## config.mk

```make
export PLATFORM = sky130hd
export DESIGN_NAME = i2c_cfg_sequencer_flat
export DESIGN_NICKNAME = d
export VERILOG_FILES = /design/src/rtl/i2c_cfg_pkg.sv /design/src/rtl/i2c_cfg_if.sv /design/src/rtl/i2c_cfg_rom.sv /design/src/rtl/i2c_cfg_sequencer.sv /design/src/flat_wrapper.sv
export SDC_FILE = /design/constraint.sdc
export NUM_CORES = 1
export LEC_CHECK = 0
export CELL_PAD_IN_SITES_DETAIL_PLACEMENT = 1
export CELL_PAD_IN_SITES_GLOBAL_PLACEMENT = 1
export CORE_MARGIN = 2
export CORE_UTILIZATION = 37
export DETAILED_ROUTE_END_ITERATION = 16
export GPL_ROUTABILITY_DRIVEN = 0
export PLACE_DENSITY_LB_ADDON = 0.1
export SKIP_LAST_GASP = 1
export SYNTH_ARGS = -nofsm -noshare
export SYNTH_HDL_FRONTEND = slang
export SYNTH_HIERARCHICAL = 1
export SYNTH_SLANG_ARGS = --single-unit
```

## constraint.sdc

```tcl
create_clock -name clk -period 2.35 [get_ports clk]
set_clock_uncertainty 0.2 [all_clocks]
set_input_delay 0.3525 -clock clk [delete_from_list [all_inputs] [get_ports clk]]
set_output_delay 0.3525 -clock clk [all_outputs]
set_load 0.01 [all_outputs]
```

## src/rtl/i2c_cfg_pkg.sv

```systemverilog
// i2c_cfg_pkg: shared types, FSM states and the device register table
// used by i2c_cfg_sequencer.
package i2c_cfg_pkg;

    typedef struct packed {
        logic [7:0] reg_addr;
        logic [7:0] data;
    } cfg_entry_t;

    // Codec bring-up: reset first, activate last; unused slots are zero.
    localparam cfg_entry_t CFG_TABLE [16] = '{
        '{8'h1E, 8'h00}, '{8'h00, 8'h17}, '{8'h02, 8'h17}, '{8'h04, 8'h79},
        '{8'h06, 8'h79}, '{8'h08, 8'h14}, '{8'h0A, 8'h00}, '{8'h0C, 8'h00},
        '{8'h0E, 8'h02}, '{8'h10, 8'h00}, '{8'h12, 8'h01}, '{8'h00, 8'h00},
        '{8'h00, 8'h00}, '{8'h00, 8'h00}, '{8'h00, 8'h00}, '{8'h00, 8'h00}
    };

    typedef enum logic [2:0] {
        IDLE, PWR_WAIT, ISSUE, WAIT_BUSY, WAIT_IDLE, CHECK, DONE, FAIL
    } state_t;

endpackage

```

## src/rtl/i2c_cfg_if.sv

```systemverilog
// i2c_cfg_if: write request port between the config sequencer and
// the I2C write master.
interface i2c_cfg_if;
    logic [6:0] slav_addr;
    logic       read_not_write;
    logic [7:0] reg_addr;
    logic [7:0] write_data;
    logic       write_valid;
    logic       write_ready;
    logic       error;

    modport master (
        output slav_addr, read_not_write, reg_addr, write_data, write_valid,
        input  write_ready, error
    );

    modport slave (
        input  slav_addr, read_not_write, reg_addr, write_data, write_valid,
        output write_ready, error
    );
endinterface

```

## src/rtl/i2c_cfg_rom.sv

```systemverilog
// i2c_cfg_rom: combinational lookup of one configuration table entry.
module i2c_cfg_rom
    import i2c_cfg_pkg::*;
(
    input  logic [3:0] idx,
    output cfg_entry_t entry
);
    assign entry = CFG_TABLE[idx];
endmodule

```

## src/rtl/i2c_cfg_sequencer.sv

```systemverilog
// i2c_cfg_sequencer: writes CFG_TABLE to the device with per-entry retry.
// Define I2C_CFG_HOST_WRITE_EN to add single host writes after the sequence.
module i2c_cfg_sequencer
    import i2c_cfg_pkg::*;
#(
    parameter int         NUM_REGS       = 11,
    parameter logic [6:0] SLAVE_ADDR     = 7'h1A,
    parameter int         STARTUP_DELAY  = 200,
    parameter int         MAX_RETRIES    = 3,
    parameter int         TIMEOUT_CYCLES = 64
) (
    input  logic       clk,
    input  logic       rst_n,
    input  logic       start,
    i2c_cfg_if.master  bus,
    output logic       busy,
    output logic       done,
    output logic       fail,
    output logic [3:0] fail_index
`ifdef I2C_CFG_HOST_WRITE_EN
    ,
    input  logic [7:0] host_reg_addr,
    input  logic [7:0] host_data,
    input  logic       host_valid,
    output logic       host_ready
`endif
);
    localparam int CW = 16;

    state_t      state_q, state_d;
    logic [3:0]  idx_q, idx_d;
    logic [3:0]  retry_q, retry_d;
    logic [CW-1:0] cnt_q, cnt_d;
    logic        err_q, err_d;
    logic        to_q, to_d;
    logic        done_q, done_d;
    logic        fail_q, fail_d;
    logic [3:0]  fidx_q, fidx_d;
    logic        fail_now;
    cfg_entry_t  rom_e;
    cfg_entry_t  cur_e;

    i2c_cfg_rom u_rom (
        .idx   (idx_q),
        .entry (rom_e)
    );

`ifdef I2C_CFG_HOST_WRITE_EN
    logic       host_q, host_d;
    logic       hret_q, hret_d;
    logic [7:0] haddr_q, haddr_d;
    logic [7:0] hdata_q, hdata_d;

    // start wins over a simultaneous host request
    assign host_ready = (state_q == DONE || state_q == FAIL) && !start;

    always_comb begin
        cur_e = rom_e;
        if (host_q) cur_e = '{reg_addr: haddr_q, data: hdata_q};
    end
`else
    assign cur_e = rom_e;
`endif

    assign fail_now           = err_q | to_q;
    assign bus.slav_addr      = SLAVE_ADDR;
    assign bus.read_not_write = 1'b0;
    assign bus.write_valid    = (state_q == ISSUE);
    assign bus.reg_addr       = bus.write_valid ? cur_e.reg_addr : 8'h00;
    assign bus.write_data     = bus.write_valid ? cur_e.data : 8'h00;
    assign busy = (state_q == PWR_WAIT) || (state_q == ISSUE) ||
                  (state_q == WAIT_BUSY) || (state_q == WAIT_IDLE) ||
                  (state_q == CHECK);
    assign done       = done_q;
    assign fail       = fail_q;
    assign fail_index = fidx_q;

    always_comb begin
        state_d = state_q;
        idx_d   = idx_q;
        retry_d = retry_q;
        cnt_d   = cnt_q;
        err_d   = err_q;
        to_d    = to_q;
        done_d  = done_q;
        fail_d  = fail_q;
        fidx_d  = fidx_q;
`ifdef I2C_CFG_HOST_WRITE_EN
        host_d  = host_q;
        hret_d  = hret_q;
        haddr_d = haddr_q;
        hdata_d = hdata_q;
`endif
        unique case (state_q)
            IDLE, DONE, FAIL: begin
                if (start) begin
                    state_d = PWR_WAIT;
                    done_d  = 1'b0;
                    fail_d  = 1'b0;
                    fidx_d  = 4'h0;
                    idx_d   = 4'h0;
                    retry_d = 4'h0;
                    cnt_d   = '0;
                end
`ifdef I2C_CFG_HOST_WRITE_EN
                else if (host_ready && host_valid) begin
                    host_d  = 1'b1;
                    hret_d  = (state_q == FAIL);
                    haddr_d = host_reg_addr;
                    hdata_d = host_data;
                    state_d = ISSUE;
                end
`endif
            end
            PWR_WAIT: begin
                if (cnt_q == CW'(STARTUP_DELAY - 1)) begin
                    state_d = ISSUE;
                    cnt_d   = '0;
                end else begin
                    cnt_d = cnt_q + 1'b1;
                end
            end
            ISSUE: begin
                if (bus.write_ready) begin
                    state_d = WAIT_BUSY;
                    cnt_d   = CW'(1);
                    err_d   = 1'b0;
                    to_d    = 1'b0;
                end
            end
            WAIT_BUSY: begin
                cnt_d = cnt_q + 1'b1;
                if (!bus.write_ready) begin
                    state_d = WAIT_IDLE;
                end else if (cnt_q >= CW'(TIMEOUT_CYCLES)) begin
                    state_d = CHECK;
                    to_d    = 1'b1;
                end
            end
            WAIT_IDLE: begin
                cnt_d = cnt_q + 1'b1;
                // error is only valid on the first idle cycle
                if (bus.write_ready) begin
                    state_d = CHECK;
                    err_d   = bus.error;
                end else if (cnt_q >= CW'(TIMEOUT_CYCLES)) begin
                    state_d = CHECK;
                    to_d    = 1'b1;
                end
            end
            CHECK: begin
`ifdef I2C_CFG_HOST_WRITE_EN
                if (host_q) begin
                    host_d  = 1'b0;
                    state_d = hret_q ? FAIL : DONE;
                    if (fail_now) begin
                        fail_d = 1'b1;
                        fidx_d = 4'hF;
                    end
                end else
`endif
                if (!fail_now) begin
                    if (idx_q == 4'(NUM_REGS - 1)) begin
                        state_d = DONE;
                        done_d  = 1'b1;
                    end else begin
                        idx_d   = idx_q + 4'd1;
                        retry_d = 4'h0;
                        state_d = ISSUE;
                    end
                end else if (retry_q < 4'(MAX_RETRIES)) begin
                    retry_d = retry_q + 4'd1;
                    state_d = ISSUE;
                end else begin
                    state_d = FAIL;
                    fail_d  = 1'b1;
                    fidx_d  = idx_q;
                end
            end
            default: state_d = IDLE;
        endcase
    end

    always_ff @(posedge clk or negedge rst_n) begin
        if (!rst_n) begin
            state_q <= IDLE;
            idx_q   <= 4'h0;
            retry_q <= 4'h0;
            cnt_q   <= '0;
            err_q   <= 1'b0;
            to_q    <= 1'b0;
            done_q  <= 1'b0;
            fail_q  <= 1'b0;
            fidx_q  <= 4'h0;
        end else begin
            state_q <= state_d;
            idx_q   <= idx_d;
            retry_q <= retry_d;
            cnt_q   <= cnt_d;
            err_q   <= err_d;
            to_q    <= to_d;
            done_q  <= done_d;
            fail_q  <= fail_d;
            fidx_q  <= fidx_d;
        end
    end

`ifdef I2C_CFG_HOST_WRITE_EN
    always_ff @(posedge clk or negedge rst_n) begin
        if (!rst_n) begin
            host_q  <= 1'b0;
            hret_q  <= 1'b0;
            haddr_q <= 8'h00;
            hdata_q <= 8'h00;
        end else begin
            host_q  <= host_d;
            hret_q  <= hret_d;
            haddr_q <= haddr_d;
            hdata_q <= hdata_d;
        end
    end
`endif

endmodule

```

## src/flat_wrapper.sv

```systemverilog
// flat-port wrapper written by rule: the top's interface ports become plain ports
module i2c_cfg_sequencer_flat import i2c_cfg_pkg::*;
#(
    parameter int         NUM_REGS       = 11,
    parameter logic [6:0] SLAVE_ADDR     = 7'h1A,
    parameter int         STARTUP_DELAY  = 200,
    parameter int         MAX_RETRIES    = 3,
    parameter int         TIMEOUT_CYCLES = 64
)
  (clk, rst_n, start, busy, done, fail, fail_index, bus_slav_addr, bus_read_not_write, bus_reg_addr, bus_write_data, bus_write_valid, bus_write_ready, bus_error);
  i2c_cfg_if bus_i ();
  input  logic clk;
  input  logic rst_n;
  input  logic start;
  output logic busy;
  output logic done;
  output logic fail;
  output logic [3:0] fail_index;
  output wire logic [$bits(bus_i.slav_addr)-1:0] bus_slav_addr;
  output wire logic [$bits(bus_i.read_not_write)-1:0] bus_read_not_write;
  output wire logic [$bits(bus_i.reg_addr)-1:0] bus_reg_addr;
  output wire logic [$bits(bus_i.write_data)-1:0] bus_write_data;
  output wire logic [$bits(bus_i.write_valid)-1:0] bus_write_valid;
  input wire logic [$bits(bus_i.write_ready)-1:0] bus_write_ready;
  input wire logic [$bits(bus_i.error)-1:0] bus_error;
  assign bus_slav_addr = bus_i.slav_addr;
  assign bus_read_not_write = bus_i.read_not_write;
  assign bus_reg_addr = bus_i.reg_addr;
  assign bus_write_data = bus_i.write_data;
  assign bus_write_valid = bus_i.write_valid;
  assign bus_i.write_ready = bus_write_ready;
  assign bus_i.error = bus_error;
  i2c_cfg_sequencer #(.NUM_REGS(NUM_REGS), .SLAVE_ADDR(SLAVE_ADDR), .STARTUP_DELAY(STARTUP_DELAY), .MAX_RETRIES(MAX_RETRIES), .TIMEOUT_CYCLES(TIMEOUT_CYCLES)) u_core (.clk(clk), .rst_n(rst_n), .start(start), .bus(bus_i), .busy(busy), .done(done), .fail(fail), .fail_index(fail_index));
endmodule
```

After elaboration in Yosys (flattened, before gate mapping)
Memory sizes are Yosys's and may differ from the RTL's.
Cells that the tools add are included.
W data, S select, Z words.
Word-level totals
  bits in registers: 35
  bits in read-only memories: 256
  input port bits: 5
  output and inout bits: 32
  logic and storage cells: 102
  memories kept: 1
Operators by class
  $add $sub $neg: 3
  magnitude comparators: 3
  equality and inequality tests: 22
  muxes and demuxes: 43
  bitwise operators: 2
  reduce and logical (&&, ||, !) cells: 19
Memories
  (name not given): words 16, bits a word 16, rd ports 1, clocked after Yosys merged registers in 0, write ports 0, line i2c_cfg_rom.sv:8  | assign entry = CFG_TABLE[idx];
Operator list (number)
  $mux W16: 5
  $pmux W16 S4: 1
  $mux W4: 8
  $mux W3: 9
  $pmux W4 S2: 3
  $ne A2 B2 Y1 const B: 10
  $reduce_and A4 Y1: 5
  $pmux W3 S6: 1
  $add A16 B1 Y16 const B: 1
  $eq A16 B8 Y1 const B: 1
  $ge A16 B7 Y1 const B: 1
  $mux W8: 2
  $eq A3 B3 Y1 const B: 4
  $mux W1: 10
  $reduce_and A3 Y1: 3
  $add A4 B1 Y4 const B: 2
  $eq A3 B2 Y1 const B: 2
  $pmux W1 S2: 3
  $ge A5 B5 Y1 const B: 1
  $not A4 Y5: 1
  $eq A4 B4 Y1 const B: 1
  $logic_or A1 B1 Y1: 4
  $lt A4 B2 Y1 const B: 1
  $reduce_bool A2 Y1: 2
  11 further kinds: 11

Logic depth before layout (Yosys ltp)
Gate-level depths: netlist of run 1.
  depth in word-level cells: 5
  gate-level depth with buffers: 7
  mapped depth without buffers: 7

Hierarchy
Netlist of run 1, hierarchy kept.
Modules (own cells, without submodules)
  i2c_cfg_sequencer: instances 1, cells an instance 248, area an instance 2193.4 um^2, seq. area each 875.8 um^2
  i2c_cfg_rom: instances 1, cells an instance 38, area an instance 297.8 um^2, seq. area each 0.0 um^2

Least setup slack after synthesis of run 1
No wires, ideal clock.
  kind: register -> register
  start: register u_core.cnt_q[13]
  end: register u_core.cnt_q[14]
  library setup time: 118 ps
  data arrival time: 1870 ps
  data required time: 2032 ps
  slack: 162 ps
  stages on the path, launching flop included: 7
  path buffers: 1
  clock period less this slack: 2188 ps
  cells stage by stage: dfrtp_1 -> or4_4 -> nor4_4 -> o22a_4 -> buf_8 -> o21ai_2 -> a21o_1
Between the ends
  longest elaborated chain between the ends: 3
  elaborated cells on any way between the ends: 4
  classes of those cells: add/sub (1); eq/ne (1); mux (2)
Ends and longest elaborated chain
  from (decl): line i2c_cfg_sequencer.sv:33  | logic [CW-1:0] cnt_q, cnt_d;
  from (signal assigned): line i2c_cfg_sequencer.sv:199  | cnt_q <= cnt_d;
  $add A16 B1 Y16 / $eq A16 B8 Y1 (equally long branches)
  $mux W16: line i2c_cfg_sequencer.sv:116  | if (cnt_q == CW'(STARTUP_DELAY - 1)) begin
  $pmux W16 S4 (*): line i2c_cfg_sequencer.sv:94  | unique case (state_q)
Mark *: on every way between the ends. The rest lies on a longest branch, timed or not.
A chain may end at the register's enable or synchronous reset.

==> results of run 1 <==
-- logic make-up after synthesis --
family / after synthesis / share of synthesized area (%)
mux: 4 / 1.66
fa+ha+maj: 10 / 5.02
other cells: 3 / 0.452
xor+xnor: 3 / 1.05
buf+inv: 35 / 8.64
compound gates: 67 / 18.9
simple gates: 129 / 29.1
flops: 35 / 35.2
-- layout make-up --
| type | count | area, sq um |
|---|---|---|
| Clock buffer | 5 | 68.8 |
| Clock inverter | 3 | 15.0 |
| Fill cell | 773 | 3440 |
| Inverter | 8 | 30.0 |
| Multi-Input combinational cell | 226 | 1460 |
| Sequential cell | 35 | 878 |
| Tap cell | 77 | 96.3 |
| Timing Repair Buffer | 51 | 428 |
-- Yosys cell counts, drive strengths merged (2+ instances only) --
cell    count
inv         8
a21oi       5
nor3b       2
nor2b       5
and3       19
or4         2
and2        7
buf        19
xor2        2
nand4       4
o31ai       5
conb        3
mux2i       3
and4        2
a21o        6
ha         10
a211oi      3
or3         4
o31a        3
nor3        6
nor2       19
clkbuf      8
nand2      25
nor4        7
o21a        3
dfrtp      35
nand3      14
a32o        2
o21ai      27
nand3b      3
a22o        5
nand2b      5
-- per-stage QoR --
step | setup WS, ns | total power (W) | instance area (sq um)
finish | 0.0798 | 0.00270 | 2980
CTS | 0.00864 | 0.00273 | 2980
global placement | 0.0636 | 0.00224 | 2860
detailed placement | 0.0484 | 0.00227 | 2860
floorplan | 0.162 | 0.00181 | 2530
global route | -0.0396 | 0.00295 | 2980
-- flip-flops by register name, summed over array words and instances, names as in the netlist --
name and flops:
u_core/cnt_q 16, u_core/fail_index 4, u_core/idx_q 4, u_core/retry_q 4, u_core/state_q 3, u_core/done 1, u_core/err_q 1, u_core/fail 1
u_core/to_q 1
-- per-layer routing --
| layer | track usage [%] | vias up | share of wire (%) | wire (um) |
|---|---|---|---|---|
| met3 | 2.60 | 5 | 2.3 | 144 |
| met4 | 4.76 | 0 | 0.84 | 53 |
| met5 | 0 | - | 0 | 0 |
| li1 | - | 1084 | - | - |
| met1 | 23.9 | 1089 | 46 | 2930 |
| met2 | 32.6 | 27 | 51 | 3210 |
-- how the worst max path moves through the flow --
stage,start,endpoint,slack [ns],depth (start not counted)
6_report,u_core/idx_q[1]$_DFFE_PN0P_,bus_reg_addr[1],0.08,5
5_1_grt,u_core/cnt_q[14]$_DFFE_PN0P_,u_core/cnt_q[8]$_DFFE_PN0P_,-0.04,5
4_1_cts,u_core/state_q[2]$_DFFE_PN0P_,busy,0.009,4
3_5_place_dp,u_core/idx_q[0]$_DFFE_PN0P_,bus_write_data[0],0.05,6
3_3_place_gp,u_core/idx_q[0]$_DFFE_PN0P_,bus_write_data[0],0.06,6
2_1_floorplan,u_core/cnt_q[13]$_DFFE_PN0P_,u_core/cnt_q[14]$_DFFE_PN0P_,0.16,6
-- timing repair --
action	in CTS	in global routing
buffers inserted	1	0
resized for setup	21	8
pin swaps	1	2
endpoints found under the setup margin	11	10
hold buffers	1	0
hold endpoints to repair	35	0
-- power by group --
| group | leakage [nW] | internal (W) | switching, W |
|---|---|---|---|
| Sequential | 0.470 | 0.000693 | 0.0000872 |
| Combinational | 0.912 | 0.000602 | 0.000883 |
| Clock | 0.0477 | 0.000203 | 0.000234 |
==> impl_results.md, run 1 <==
- Status: finished clean
- Clock slew at the register clock pins of the worst setup and hold paths: 0.08 ns
- Leading cell types in the layout, fill and taps excluded: dfrtp_1 (33), nand2_1 (25), buf_4 (25)
- DR pass1 iterations: 4
- CTS buffer count: 5
- WHS: 0.288 ns
- Worst R2R Setup Slack: 0.08 ns
- Number of global-route vias before repair: 2236
- YS warnings: 6
- CP max-delay cell: dfrtp_1
- End of the worst hold path: u_core/fail$_DFFE_PN0P_
- Iteration-0 DRC Markers: 84
- LEAKAGE: 1.43 nW
- Clk root buf: clkbuf_8
- Gr ovfl total: 0
- CP Buf/Inv Count: 2
- Starting density of the core: 38.8%
- Clock buffer depth: 2
- Fraction of layout cells with a size suffix above 1: 18.0%
- Final period util: 96.6%
- Initial antenna violation count: 0
- Setup-failing EPs final: 0
- Slowest stage delay, CP: 0.40 ns
- Hold crit path type: flip-flop to flip-flop
- Antenna-violating nets left: 0
- Post-DP HPWL: 4670 um
- First-pass GRT wire length: 11000 um
- IR drop worst, VDD: 0.340 mV
- Fmax: 0.440 GHz
- Hold path start: u_core/fail$_DFFE_PN0P_
- Synth async-reset ratio: 100%
- Maximum fanout along the worst path: 8
- RSZ-0062 raised after global routing: true
- Drt drc: 0
- Diode count: 0
- Core area: 0.00642 sq mm
- Top post-synthesis cells by area: dfrtp_1 (35%), ha_1 (5.0%), o21ai_0 (4.8%)
- #FFs+latches synth: 35
- Most common cell after layout, fill and taps aside: dfrtp_1
- Number of enable flip-flop cells after synthesis: 0
- Die Height: 86.1 um
- Setup TNS: 0 ns
- Netlist Area Pre-Place: 0.00249 sq mm
- IO Port Bufs: 23
- CTS Sinks: 35
- Post-synth top area share: 35.2%
- Avg Synthesized Cell Area: 8.71 sq um
- Pwr Density: 907 mW/mm^2
- Wire per inst: 15.7 um
- Rows: 29
- Slew HR: 45.1%
- Die Wd: 86.1 um
- Layout Nets: 342
- Sequential-to-total area share from yosys stat: 35.2%
- GRT Overall Usage: 18.6%
- Worst Tran Pin Value: 0.823 ns
- CP delay by family, top: buffers and inverters
- Pin count of the biggest net entering global routing: 36
- Placed cells: 395
- Final Hold Vio Count: 0
- Max_cap viols: 0
- CP required: 1.80 ns
- Vias: 2205
- Fin cells: 405
- CP Launch Type: flip-flop
- I/O pin count: 37
- FF-to-FF End: u_core/cnt_q[8]$_DFFE_PN0P_
- Post-route minimum period: 2.27 ns
- Wirelength, routed: 6340 um
- FF-to-FF path depth: 5
- CP arrival: 1.72 ns
- Area of the die: 0.00741 sq mm
- Vias per cell: 5.44
- CP cell instances: buf_6 > ha_1 > o31a_1 > and3_1 > dlygate4sd2_1
- CTS H-Tree Depth: 2
- Min-Delay Path Depth: 1
- Top_reg_cell synth: dfrtp_1
- Critical path class: flip-flop to output pin
- CP Capture Type: output pin
- Finished Core Util: 46.4%
- Synth Instances: 286
- CTS tree: built
- Layout area overhead: 19.6%
- Library cells used by synthesis: 56
- Slew Viols, Final: 0
- Clk Latency, worst-skew pair: 0.29 ns
- Leading area contributor after synthesis: dfrtp_1
- R2R Path Start: u_core/cnt_q[13]$_DFFE_PN0P_
(Power assumes the default switching activity.)
==> run 2: changes to the inputs <==
--- a/config.mk
+++ b/config.mk
@@ -5,13 +5,11 @@
 export SDC_FILE = /design/constraint.sdc
 export NUM_CORES = 1
 export LEC_CHECK = 0
-export CELL_PAD_IN_SITES_DETAIL_PLACEMENT = 1
-export CELL_PAD_IN_SITES_GLOBAL_PLACEMENT = 1
 export CORE_MARGIN = 2
-export CORE_UTILIZATION = 37
+export CORE_UTILIZATION = 44
 export DETAILED_ROUTE_END_ITERATION = 16
 export GPL_ROUTABILITY_DRIVEN = 0
-export PLACE_DENSITY_LB_ADDON = 0.1
+export PLACE_DENSITY = 0.7
 export SKIP_LAST_GASP = 1
 export SYNTH_ARGS = -nofsm -noshare
 export SYNTH_HDL_FRONTEND = slang
==> run 2 against run 1 <==
Net effect:
- via count shrank 2.1%
- largest cell class unchanged
- core utilization grew 7.4 points
- critical endpoint is now u_core/cnt_q[10]$_DFFE_PN0P_
- critical path depth is the same
- worst hold slack lost 0.011 ns
- sequential share of layout area grew 0.36 points
- count of clock-buffer cells in the layout grew 1
==> impl_results.md, run 2 (synthesis results as in run 1) <==
- GRT Overall Usage: 18.0% (-0.56 points)
- CTS H-Tree Depth: 2 (unchanged)
- CP required: 2.29 ns (+0.49 ns)
- Max FFs per register: 16 (unchanged)
- Pwr Density: 917 mW/mm^2 (+1.2%)
- DR top layer: met4
- Setup-failing EPs final: 0 (unchanged)
- Layout area overhead: 18.2%
- Iteration-0 DRC Markers: 56 (-33%)
- Status: finished clean
- Hold_buf cts: 0 (-1)
- Post-DP HPWL: 3850 um (-18%)
- Pin count of the biggest net entering global routing: 36 (unchanged)
- First-pass GRT wire length: 9030 um (-18%)
- CTS buffer count: 5 (unchanged)
- Clk root buf: clkbuf_8
- Wirelength, routed: 5490 um (-13%)
- Core area: 0.00547 sq mm (-15%)
- Multi-input logic area: 0.00146 sq mm (-0.17%)
- Clock buffer depth: 2 (unchanged)
- Leading cell types in the layout, fill and taps excluded: dfrtp_1 (33), nand2_1 (25), o21ai_0 (24)
- Final Hold Vio Count: 0 (unchanged)
- Metal2 WL: 2520 um (-21%)
- Initial antenna violation count: 0 (unchanged)
- Largest Register: u_core/cnt_q
- Max_cap viols: 0 (unchanged)
- Rows: 27 (-6.9%)
- R2R Path Start: u_core/cnt_q[12]$_DFFE_PN0P_
- IR drop worst, VDD: 0.462 mV (+36%)
- Slew Viols, Final: 0 (unchanged)
- FF-to-FF End: u_core/cnt_q[10]$_DFFE_PN0P_
- Maximum fanout along the worst path: 10 (+2)
- DP Area: 0.00283 sq mm (-1.1%)
- Setup TNS: 0 ns (unchanged)
- Vias per cell: 5.48 (+0.65%)
- Final period util: 97.4% (+0.82 points)
- Drt drc: 0 (unchanged)
- Critical path class: flip-flop to flip-flop
- M1 WL: 2640 um (-10%)
- IO Port Bufs: 23 (unchanged)
- Wire per inst: 13.9 um (-11%)
- Post-route minimum period: 2.29 ns (+0.0193 ns)
- Gr ovfl total: 0 (unchanged)
- Layout Nets: 337 (-1.5%)
- Most common cell after layout, fill and taps aside: dfrtp_1
- Vias: 2159 (-2.1%)
- CTS Sinks: 35 (unchanged)
- DR pass1 iterations: 5 (+1)
- CP arrival: 2.23 ns (+0.51 ns)
- Number of global-route vias before repair: 1942 (-13%)
- Fmax: 0.437 GHz (-0.84%)
- CP Launch Type: flip-flop
- LEAKAGE: 1.43 nW (about the same)
- Fraction of layout cells with a size suffix above 1: 16.1% (-1.8 points)
- Sequential cell area: 878 sq um (unchanged)
- I/O pin count: 37 (unchanged)
- Antenna-violating nets left: 0 (unchanged)
- Diode count: 0 (unchanged)
- Starting density of the core: 45.5% (+6.7 points)
- Worst R2R Setup Slack: 0.06 ns (-0.02 ns)
- Critical path launch point: u_core/cnt_q[12]$_DFFE_PN0P_
- CTS tree: built
- FF-to-FF path depth: 5 (unchanged)
- Hold crit path type: input pin to async pin
- Die Wd: 79.2 um (-7.9%)
- Die Height: 79.2 um (-7.9%)
- Clk Latency, worst-skew pair: 0.29 ns (about the same)
- FILL cells: 523 (-32%)
- CP Capture Type: flip-flop
- Critical Path End: u_core/cnt_q[10]$_DFFE_PN0P_
- Area of the die: 0.00628 sq mm (-15%)
- DR WL met3: 260 um (+81%)
- RSZ-0062 raised after global routing: true
- Fin area: 0.00294 sq mm (-1.2%)
- Clock slew at the register clock pins of the worst setup and hold paths: 0.07 ns (about the same)
run 2: changes by cell type in the layout (fill, tap and decap cells not counted), sizes merged:
cell / before / now
dlygate4sd3: 1 / 0
dlymetal6s2s: 1 / 2
buf: 28 / 23
dlygate4sd2: 8 / 7
clkbuf: 7 / 8
clkinv: 3 / 1
clkdlybuf4s50: 10 / 11
run 2: worst min path at each step:
| stage | start | to | slack [ns] | depth (start not counted) |
|---|---|---|---|---|
| finish | rst_n | u_core/cnt_q[8]$_DFFE_PN0P_ | 0.28 | 2 |
| global route | u_core/fail$_DFFE_PN0P_ | u_core/fail$_DFFE_PN0P_ | 0.32 | 1 |
| CTS | u_core/fail$_DFFE_PN0P_ | u_core/fail$_DFFE_PN0P_ | 0.29 | 1 |
| detailed placement | u_core/fail$_DFFE_PN0P_ | u_core/fail$_DFFE_PN0P_ | 0.27 | 1 |
| global placement | u_core/fail_index[3]$_DFFE_PN0P_ | u_core/fail_index[3]$_DFFE_PN0P_ | 0.27 | 2 |
| floorplan | rst_n | u_core/cnt_q[0]$_DFFE_PN0P_ | -0.14 | 0 |
run 2: layout make-up:
class / instances / share of cell area, %
multi-input cells: 226 / 49.6
flip-flops and latches: 35 / 29.8
repair buffers: 46 / 13.5
well taps: 72 / 3.06
clock buffers: 6 / 2.80
inverters: 8 / 1.02
clock inverters: 1 / 0.170
run 2: timing repair:
action	CTS	global route
pin swaps	1	3
cloned	0	0
gates resized for setup	18	10
setup endpoints to repair	11	8
buffers inserted	0	1
run 2: worst max-delay path: stages, from the launching register on:
cell	delay [ns]
dfrtp_1	0.42
or4_4	0.56
nor4_4	0.36
o22ai_2	0.26
a41oi_1	0.28
a31oi_1	0.08
run 2: layer usage:
layer	vias to the layer above	track usage, %
li1	1081	-
met1	1015	24.2
met2	57	28.9
met3	6	3.86
met4	0	6.03
met5	-	0
run 2: stage by stage:
step	std cells	utilization (%)	hold slack (ns)	setup WS, ns	power [W]
floorplan	296	-	-0.143	0.162	0.00181
global placement	386	51.7	0.269	0.114	0.00218
detailed placement	386	51.7	0.269	0.0615	0.00221
CTS	393	53.5	0.289	-0.124	0.00267
global route	394	53.8	0.316	-0.0513	0.00292
finish	394	53.8	0.277	0.0605	0.00270
run 2: where the power goes:
| group | switching [W] | internal (W) | total, W |
|---|---|---|---|
| clock | 0.000206 | 0.000230 | 0.000436 |
| sequential | 0.000115 | 0.000696 | 0.000811 |
| combinational | 0.000836 | 0.000618 | 0.00145 |
